--- src/rtl/mmap_pkg.sv ---
// mmap_pkg: shared definitions for the mmap_dma copy engine.
//   - FSM state encoding (also visible on the top-level debug port)
//   - descriptor word indices in source memory
//   - control-word bit positions
//   - completion status word field offsets
package mmap_pkg;

  typedef enum logic [2:0] {
    ST_IDLE  = 3'd0,
    ST_HDR   = 3'd1,
    ST_COPY  = 3'd2,
    ST_DRAIN = 3'd3,
    ST_STAT  = 3'd4,
    ST_REARM = 3'd5
  } state_e;

  // Descriptor word indices (source word addresses)
  localparam int unsigned DESC_CTRL = 0;
  localparam int unsigned DESC_SRC  = 1;
  localparam int unsigned DESC_DST  = 2;
  localparam int unsigned DESC_LEN  = 3;

  // Control word bits
  localparam int unsigned CTRL_START = 0;
  localparam int unsigned CTRL_MODE  = 1;

  // Status word fields
  localparam int unsigned STAT_DONE      = 0;
  localparam int unsigned STAT_MODE      = 1;
  localparam int unsigned STAT_COUNT_LSB = 16;

endpackage

--- src/rtl/mmap_rd_pipe.sv ---
// mmap_rd_pipe: RD_LAT-deep delay line that carries a valid flag and the
// destination address of each issued source read, so both emerge in the same
// cycle the read data returns from the source memory.
// Ports:
//   i_clk, i_rst   clock, asynchronous active-low reset
//   i_valid        a read is issued this cycle
//   i_addr         destination address paired with that read
//   o_valid        read data for a tracked read is on i_data this cycle
//   o_addr         destination address paired with that data
// Handshake: valid-only, no ready. The source memory never stalls, so an
// issued read always returns exactly RD_LAT cycles later.
module mmap_rd_pipe #(
  parameter int unsigned ADDR_W = 10,
  parameter int unsigned RD_LAT = 1
) (
  input  logic              i_clk,
  input  logic              i_rst,
  input  logic              i_valid,
  input  logic [ADDR_W-1:0] i_addr,
  output logic              o_valid,
  output logic [ADDR_W-1:0] o_addr
);

  logic [RD_LAT-1:0] vld_q;
  logic [ADDR_W-1:0] addr_q [RD_LAT];

  always_ff @(posedge i_clk or negedge i_rst) begin
    if (!i_rst) begin
      vld_q <= '0;
      for (int i = 0; i < RD_LAT; i++) addr_q[i] <= '0;
    end else begin
      vld_q[0]  <= i_valid;
      addr_q[0] <= i_addr;
      for (int i = 1; i < RD_LAT; i++) begin
        vld_q[i]  <= vld_q[i-1];
        addr_q[i] <= addr_q[i-1];
      end
    end
  end

  assign o_valid = vld_q[RD_LAT-1];
  assign o_addr  = addr_q[RD_LAT-1];

endmodule

--- src/rtl/mmap_dma.sv ---
// mmap_dma: descriptor-driven memory-to-memory copy engine.
// Fetches a 4-word descriptor from source address 0, streams LEN words from
// SRC to DST one per cycle (optionally swapping halves), writes a status word
// at STATUS_ADDR, then waits for the START bit to be cleared before re-arming.
// Ports:
//   i_clk, i_rst   clock, asynchronous active-low reset
//   o_addr0        source word address
//   i_data         source read data, RD_LAT cycles behind o_addr0
//   o_addr1        destination word address
//   o_we           destination write enable
//   o_data         destination write data
//   o_busy         engine is between descriptor fetch and re-arm
//   o_done         one-cycle pulse with the status write
//   o_dbg_state    current FSM state (mmap_pkg::state_e encoding)
module mmap_dma
  import mmap_pkg::*;
#(
  parameter int unsigned ADDR_W      = 10,
  parameter int unsigned DATA_W      = 32,
  parameter int unsigned RD_LAT      = 1,
  parameter int unsigned STATUS_ADDR = 0
) (
  input  logic              i_clk,
  input  logic              i_rst,
  output logic [ADDR_W-1:0] o_addr0,
  input  logic [DATA_W-1:0] i_data,
  output logic [ADDR_W-1:0] o_addr1,
  output logic              o_we,
  output logic [DATA_W-1:0] o_data,
  output logic              o_busy,
  output logic              o_done,
  output logic [2:0]        o_dbg_state
);

  state_e            state_q, state_d;
  logic [ADDR_W-1:0] cnt_q, cnt_d;
  logic [ADDR_W-1:0] src_q, dst_q, len_q, wr_cnt_q, wr_addr_q;
  logic [DATA_W-1:0] wr_data_q;
  logic              mode_q, wr_we_q;

  logic              settled;
  logic [ADDR_W-1:0] hdr_ret;
  logic              issue;
  logic [ADDR_W-1:0] issue_dst;
  logic              pipe_valid;
  logic [ADDR_W-1:0] pipe_addr;
  logic [DATA_W-1:0] status;

  // In IDLE/REARM the counter saturates at RD_LAT: from then on i_data shows
  // word 0 as read in this state, not a leftover from an earlier address.
  assign settled = (cnt_q >= ADDR_W'(RD_LAT));
  // Descriptor word index whose read data is on i_data this HDR cycle.
  assign hdr_ret = cnt_q - ADDR_W'(RD_LAT) + ADDR_W'(DESC_SRC);

  // State register
  always_ff @(posedge i_clk or negedge i_rst) begin
    if (!i_rst) begin
      state_q <= ST_IDLE;
      cnt_q   <= '0;
    end else begin
      state_q <= state_d;
      cnt_q   <= cnt_d;
    end
  end

  // Next-state logic; cnt restarts at 0 on every state change.
  always_comb begin
    state_d = state_q;
    case (state_q)
      ST_IDLE:  if (settled && i_data[CTRL_START]) state_d = ST_HDR;
      ST_HDR:   if (hdr_ret == ADDR_W'(DESC_LEN))
                  state_d = (i_data[ADDR_W-1:0] == '0) ? ST_STAT : ST_COPY;
      ST_COPY:  if (cnt_q == len_q - ADDR_W'(1)) state_d = ST_DRAIN;
      ST_DRAIN: if (cnt_q == ADDR_W'(RD_LAT)) state_d = ST_STAT;
      ST_STAT:  state_d = ST_REARM;
      ST_REARM: if (settled && !i_data[CTRL_START]) state_d = ST_IDLE;
      default:  state_d = ST_IDLE;
    endcase

    if (state_d != state_q)
      cnt_d = '0;
    else if ((state_q == ST_IDLE || state_q == ST_REARM) && settled)
      cnt_d = cnt_q;
    else
      cnt_d = cnt_q + ADDR_W'(1);
  end

  // Output logic
  always_comb begin
    o_addr0   = ADDR_W'(DESC_CTRL);
    issue     = 1'b0;
    issue_dst = dst_q + cnt_q;
    case (state_q)
      ST_HDR:  if (cnt_q < ADDR_W'(3)) o_addr0 = ADDR_W'(DESC_SRC) + cnt_q;
      ST_COPY: begin
        o_addr0 = src_q + cnt_q;
        issue   = 1'b1;
      end
      default: o_addr0 = ADDR_W'(DESC_CTRL);
    endcase

    status                              = '0;
    status[STAT_DONE]                   = 1'b1;
    status[STAT_MODE]                   = mode_q;
    status[STAT_COUNT_LSB +: ADDR_W]    = wr_cnt_q;

    o_done      = (state_q == ST_STAT);
    o_we        = wr_we_q || o_done;
    o_addr1     = o_done ? ADDR_W'(STATUS_ADDR) : wr_addr_q;
    o_data      = o_done ? status : wr_data_q;
    o_busy      = (state_q != ST_IDLE);
    o_dbg_state = state_q;
  end

  mmap_rd_pipe #(
    .ADDR_W (ADDR_W),
    .RD_LAT (RD_LAT)
  ) u_rd_pipe (
    .i_clk   (i_clk),
    .i_rst   (i_rst),
    .i_valid (issue),
    .i_addr  (issue_dst),
    .o_valid (pipe_valid),
    .o_addr  (pipe_addr)
  );

  // Descriptor capture and registered write stage
  always_ff @(posedge i_clk or negedge i_rst) begin
    if (!i_rst) begin
      mode_q    <= 1'b0;
      src_q     <= '0;
      dst_q     <= '0;
      len_q     <= '0;
      wr_cnt_q  <= '0;
      wr_we_q   <= 1'b0;
      wr_addr_q <= '0;
      wr_data_q <= '0;
    end else begin
      if (state_q == ST_IDLE && state_d == ST_HDR) mode_q <= i_data[CTRL_MODE];

      if (state_q == ST_HDR) begin
        if (hdr_ret == ADDR_W'(DESC_SRC)) src_q <= i_data[ADDR_W-1:0];
        if (hdr_ret == ADDR_W'(DESC_DST)) dst_q <= i_data[ADDR_W-1:0];
        if (hdr_ret == ADDR_W'(DESC_LEN)) len_q <= i_data[ADDR_W-1:0];
      end

      if (state_q == ST_IDLE)  wr_cnt_q <= '0;
      else if (wr_we_q)        wr_cnt_q <= wr_cnt_q + ADDR_W'(1);

      wr_we_q   <= pipe_valid;
      wr_addr_q <= pipe_valid ? pipe_addr : '0;
      if (!pipe_valid)
        wr_data_q <= '0;
      else if (mode_q)
        wr_data_q <= {i_data[DATA_W/2-1:0], i_data[DATA_W-1:DATA_W/2]};
      else
        wr_data_q <= i_data;
    end
  end

endmodule

--- config.mk ---
export PLATFORM = sky130hd
export DESIGN_NAME = mmap_dma
export DESIGN_NICKNAME = d
export VERILOG_FILES = /design/src/rtl/mmap_pkg.sv /design/src/rtl/mmap_rd_pipe.sv /design/src/rtl/mmap_dma.sv
export SDC_FILE = /design/constraint.sdc
export NUM_CORES = 1
export LEC_CHECK = 0
export CAP_MARGIN = 20
export CORE_MARGIN = 2
export CORE_UTILIZATION = 58
export CTS_CLUSTER_DIAMETER = 120
export DETAILED_ROUTE_END_ITERATION = 12
export DONT_BUFFER_PORTS = 1
export PLACE_DENSITY = 0.76
export SETUP_SLACK_MARGIN = 0.4
export SYNTH_ARGS = -nofsm -noshare
export SYNTH_HDL_FRONTEND = slang
export SYNTH_SLANG_ARGS = --single-unit
--- constraint.sdc ---
create_clock -name i_clk -period 2.25 [get_ports i_clk]
set_input_delay 0 -clock i_clk [delete_from_list [all_inputs] [get_ports i_clk]]
set_output_delay 0 -clock i_clk [all_outputs]
set_load 0.1 [all_outputs]
# Yosys cells after proc, flatten, opt, wreduce, memory -nomap -nowiden
# Cells that the tools add are included.
# totals
regBits	108
latchBits	0
ram_bits	0
romBits	0
inputBits	34
output_inout_bits	58
word_cells	67
mem_count	0
# op_classes
add_sub_neg	7
mul	0
div	0
order_cmp	2
n_eq_ne	13
n_shift	0
n_mux	19
n_bitwise	0
reduce_logical	14
# ops
op	count
2-to-1 mux 32 bit	3
2-to-1 mux 10 bit	7
adder 10 x 1 -> 10 bit, second input constant	2
adder 10 bit	2
equality test 10 x 1 -> 1 bit, second input constant	2
equality test 10 x 2 -> 1 bit, second input constant	2
one-hot mux 10 bit (2 select lines)	1
subtractor 10 x 1 -> 10 bit, second input constant	2
2-to-1 mux 3 bit	6
one-hot mux 3 bit (6 select lines)	1
adder 1 x 10 -> 10 bit, first input constant	1
equality test 10 bit	1
>= comparator 10 x 1 -> 1 bit, second input constant	1
logical NOT 10 bit	1
less-than comparator 10 x 2 -> 1 bit, second input constant	1
equality test 3 x 1 -> 1 bit, second input constant	2
equality test 3 x 2 -> 1 bit, second input constant	2
equality test 3 bit, second input constant	2
AND reduction 2 bit	3
logical AND 1 bit	4
logical NOT 3 bit	1
inequality test 3 bit	1
nonzero test 3 bit	1
logical OR 1 bit	2
4 further kinds	4

# Depth between registers and ports, before layout
# logic_depth
depth_word	7
mapped_depth	9
ltp_nobuf	9

# Modules after synthesis
# Synthesis repeated with hierarchy kept, for this count alone.
# unflattened
cells_unflattened	559
hier_area_um2	6095.8
# modules_own_cells
module	n_inst	cells_per_inst	area_per_inst_um2	seq_area_each_um2
mmap_dma	1	548	5820.6	2427.3
mmap_rd_pipe	1	11	275.3	275.3

# Worst setup path before layout
# OpenSTA, ideal clock, no wires.
# synth_timing
path_kind	flip-flop to output port
start	register state_q[1], in the netlist o_dbg_state[1]
end	output port o_addr0[1]
t_arrival_ns	3.783
t_required_ns	2.250
setup_slack_ns	-1.533
stages_incl_launch_ff	5
cell_sequence	dfrtp_1 -> inv_2 -> or3_1 -> buf_4 -> o21ai_0
# synth_between
elab_chain_len	2
word_cells_on_any_way	3
cone_classes	2 x eq/ne; 1 x mux
# synth_lines
element	line	source
from (decl)	mmap_dma.sv:35	state_e state_q, state_d;
from (signal assigned)	mmap_dma.sv:61	state_q <= state_d;
equality test 3 x 2 -> 1 bit / equality test 3 x 1 -> 1 bit (equally long branches)	mmap_dma.sv:93	case (state_q)
one-hot mux 10 bit (2 select lines) *	mmap_dma.sv:93	
to (decl)	mmap_dma.sv:25	output logic [ADDR_W-1:0] o_addr0,
# Every way passes the cells marked *; elsewhere a longest branch is shown, timed or not.

# Final worst setup path
# layout_timing
start	register cnt_q[0]
end	output port o_addr0[8]
# layout_between
elab_chain_len	3
word_cells_on_any_way	5
cone_classes	2 x add/sub; 1 x order compare; 2 x mux
# layout_lines
element	line	source
from (decl)	mmap_dma.sv:36	logic [ADDR_W-1:0] cnt_q, cnt_d;
from (signal assigned)	mmap_dma.sv:62	cnt_q <= cnt_d;
adder 1 x 10 -> 10 bit / less-than comparator 10 x 2 -> 1 bit (equally long branches)	mmap_dma.sv:94	ST_HDR: if (cnt_q < ADDR_W'(3)) o_addr0 = ADDR_W'(DESC_SRC) + cnt_q;
2-to-1 mux 10 bit	mmap_dma.sv:94	
one-hot mux 10 bit (2 select lines) *	mmap_dma.sv:93	
# Marks and branches as above.

==> flow_summary.json <==
{
  "coreArea_mm2": 0.0101,
  "hp-class": "input port to asynchronous set/reset pin",
  "grt-ovfl-total": 0,
  "fin_crit_ps": 2700,
  "p_leak_nw": 4.21,
  "max_stage_delay_ps": 460,
  "tns_ps": -6040,
  "fin_ws_ps": -450,
  "insertion_delay_ps": 400,
  "drtIter0Drc": 726,
  "finalWirelength_um": 27500,
  "fin_util_pct": 94.4,
  "ir_worst_vdd_v": 0.00121,
  "required_ps": 2250,
  "yosysTopAreaCell": "dfrtp_1",
  "power_density_mw_per_mm2": 1590,
  "setup_violations": 43,
  "tritoncts": "yes",
  "vias_per_cell": 7.17,
  "slowest_stage": "dfrtp_1",
  "status": "complete, but fails checks",
  "layout.nets": 776,
  "ys_async_sr_fraction_pct": 100,
  "synth_seq_area_share_pct": 45.3,
  "track_usage_pct": 38.7,
  "postRouteAntennaNets": 0,
  "period_share_pct": 120,
  "cts_root_buf": "clkbuf_8",
  "start_util_pct": 58.9,
  "clock_path_buffers": 2,
  "rsz0062_at_grt": "true",
  "ys.flop_type": "dfrtp_1",
  "hpwl_um": 9770,
  "fp.dieW_um": 105,
  "start_kind": "flop",
  "clkTransAtPathRegs_ps": 110,
  "worstPathCellList": "ha_4 -> inv_2 -> fa_2 -> nor2b_4 -> o21ai_2 -> nand2b_1 -> a311oi_2 -> nor3_2 -> nor3_4 -> buf_12",
  "slew_violations": 0,
  "synth_edf_count": 0,
  "crit_type": "flop to output port",
  "rows": 37,
  "fmax_mhz": 370,
  "maxCapViolCount": 0,
  "whs_ps": -716,
  "gp_congestion": 0.871,
  "cp.arrival_ps": 2700,
  "grt_first_pass_wirelength_um": 32700,
  "syn-num-nets": 617,
  "slew-limit-headroom_pct": 52.9,
  "h-tree-depth": 3,
  "first_global_vias": 5791,
  "drc": 0,
  "grt_max_degree": 109,
  "critical_path_peak_fanout": 3,
  "synth_seq_cells": 108,
  "drive_gt1_share_pct": 48.8,
  "hold_violations": 108,
  "ys_types": 58,
  "synth_top_cells_by_area": "dfrtp_1 45%, mux2_2 7.9%, nor2b_1 7.3%",
  "dieArea_mm2": 0.0111,
  "clock-sinks": 108,
  "n_antenna_cell": 0,
  "cts_hold_buf": 34,
  "io_pins": 92,
  "synthCells": 557,
  "p_total_w": 0.0152,
  "failed_checks": "hold timing, setup timing",
  "area_growth_pct": 60.3,
  "placed_cells": 732,
  "final_cells": 857,
  "yosys.cell_count.top_type": "dfrtp_1",
  "avgSynthCellArea_um2": 10.7,
  "antenna_found_initial": 0,
  "port_buffers": 0,
  "synth_top_cell_area_share_pct": 45.3,
  "fp.dieH_um": 105,
  "tightest_slew_ps": 707,
  "synth_area_mm2": 0.00597,
  "synthTopCellsByCount": "108 x dfrtp_1, 70 x nor2b_1, 45 x nor2_1, 42 x mux2_2, 34 x mux2i_1",
  "clock_skew_ps": 12.3,
  "synth_warnings": 0,
  "num_vias": 6145,
  "firstDrtPassIters": 6,
  "cts_made_buffers": 9,
  "end_kind": "output port",
  "wl_per_cell_um": 32.1
}
## cells by family (layout without fill, tap and decap cells)
logic type | count (synthesis) | count (layout) | share of synthesized area, %
adders and majority gates | 26 | 26 | 5.70
AOI/OAI and AO/OA | 52 | 52 | 6.37
DFF | 108 | 108 | 45.3
buffers and inverters | 37 | 198 | 2.49
muxes | 76 | 76 | 13.6
and+or+nand+nor | 220 | 223 | 21.0
xor gates and xnor gates | 38 | 38 | 5.57
## worst paths after layout
kind	end	startpoint	cells past startpoint	slack, ps
setup / recovery	o_addr0[8]	cnt_q[0]	10	-450
hold / removal	wr_data_q[3]	i_rst	0	-720
setup reg to reg	cnt_q[0]	cnt_q[0]	13	-280
hold reg to reg	wr_addr_q[3]	u_rd_pipe.o_addr[3]	1	490
max in group asynchronous	o_dbg_state[1]	i_rst	0	2810
min in group i_clk	mode_q	i_data[0]	5	210
## registers in the layout, summed over array words and instances (netlist names), 3 cells and up
name	cells
wr_data_q	32
cnt_q	10
dst_q	10
len_q	10
src_q	10
u_rd_pipe.o_addr	10
wr_addr_q	10
wr_cnt_q	10
o_dbg_state	3
## power by group
group,leakage [nW],total [W],switching [W],internal (W)
Sequential,1.38,0.00327,0.000708,0.00256
Clock,0.0959,0.00133,0.000791,0.000535
Combinational,2.73,0.0106,0.00598,0.00463
Total,4.21,0.0152,0.00748,0.00772
## per-stage QoR
step | instance area [µm²] | hold WS, ps | setup slack, ps
after floorplan | 6530 | -296 | -250
after global placement | 7140 | -291 | 129
after detailed placement | 7140 | -292 | 67.2
after CTS | 8940 | -715 | -133
after global routing | 9580 | -726 | -518
final | 9580 | -716 | -450
## metal layers
metal | GRT usage (%) | share of wire (%) | up-vias
met5 | 0 | 0 | -
met2 | 63.9 | 45 | 638
li1 | - | - | 2253
met4 | 21.6 | 11 | 0
met1 | 46.7 | 33 | 2962
met3 | 8.91 | 11 | 292
## critical path, delay by kind of cell, from the launching register on
kind	cells	cell delay, ps
adder cells (fa/ha/maj)	2	440
AO/OA/AOI/OAI	2	600
AND/OR/NAND/NOR	4	560
buffers and inverters	2	250
flip-flops	1	460
## layout by cell type, fill, tap and decap left out, types with 6 or more instances in the layout
master         synthesis  layout
dfrtp_1              108      96
buf_4                  2      62
mux2_4                 0      40
buf_12                 0      37
nor2b_4                0      34
mux2i_1               34      34
nor2b_1               70      34
dlygate4sd3_1          0      34
nor2_1                45      27
buf_6                  0      23
nor2_4                 0      16
xor2_1                18      15
xnor2_1               20      15
and2_1                15      14
nand2_1               16      13
ha_4                   0      13
ha_1                  24      11
clkbuf_8               0       9
dfrtp_2                0       9
inv_1                 15       8
nand4_1                8       8
nor3_1                15       7
o21ai_2                0       6
nand2_8                0       6
## layout make-up
class,count,area (µm²)
multi-input cells,415,4380
flip-flops and latches,108,2730
repair buffers,166,2020
fillers,229,563
well taps,136,170
clock buffers,9,124
clock inverters,7,83.8
inverters,16,70.1
## timing repair
item / in CTS / in global routing
pin swaps: 35 / 24
setup buffers: 38 / 29
resized for setup: 178 / 79
gates cloned: 6 / 2
setup endpoints to repair: 101 / 104
endpoints found under the hold margin: 174 / 108
(Power assumes the default switching activity.)
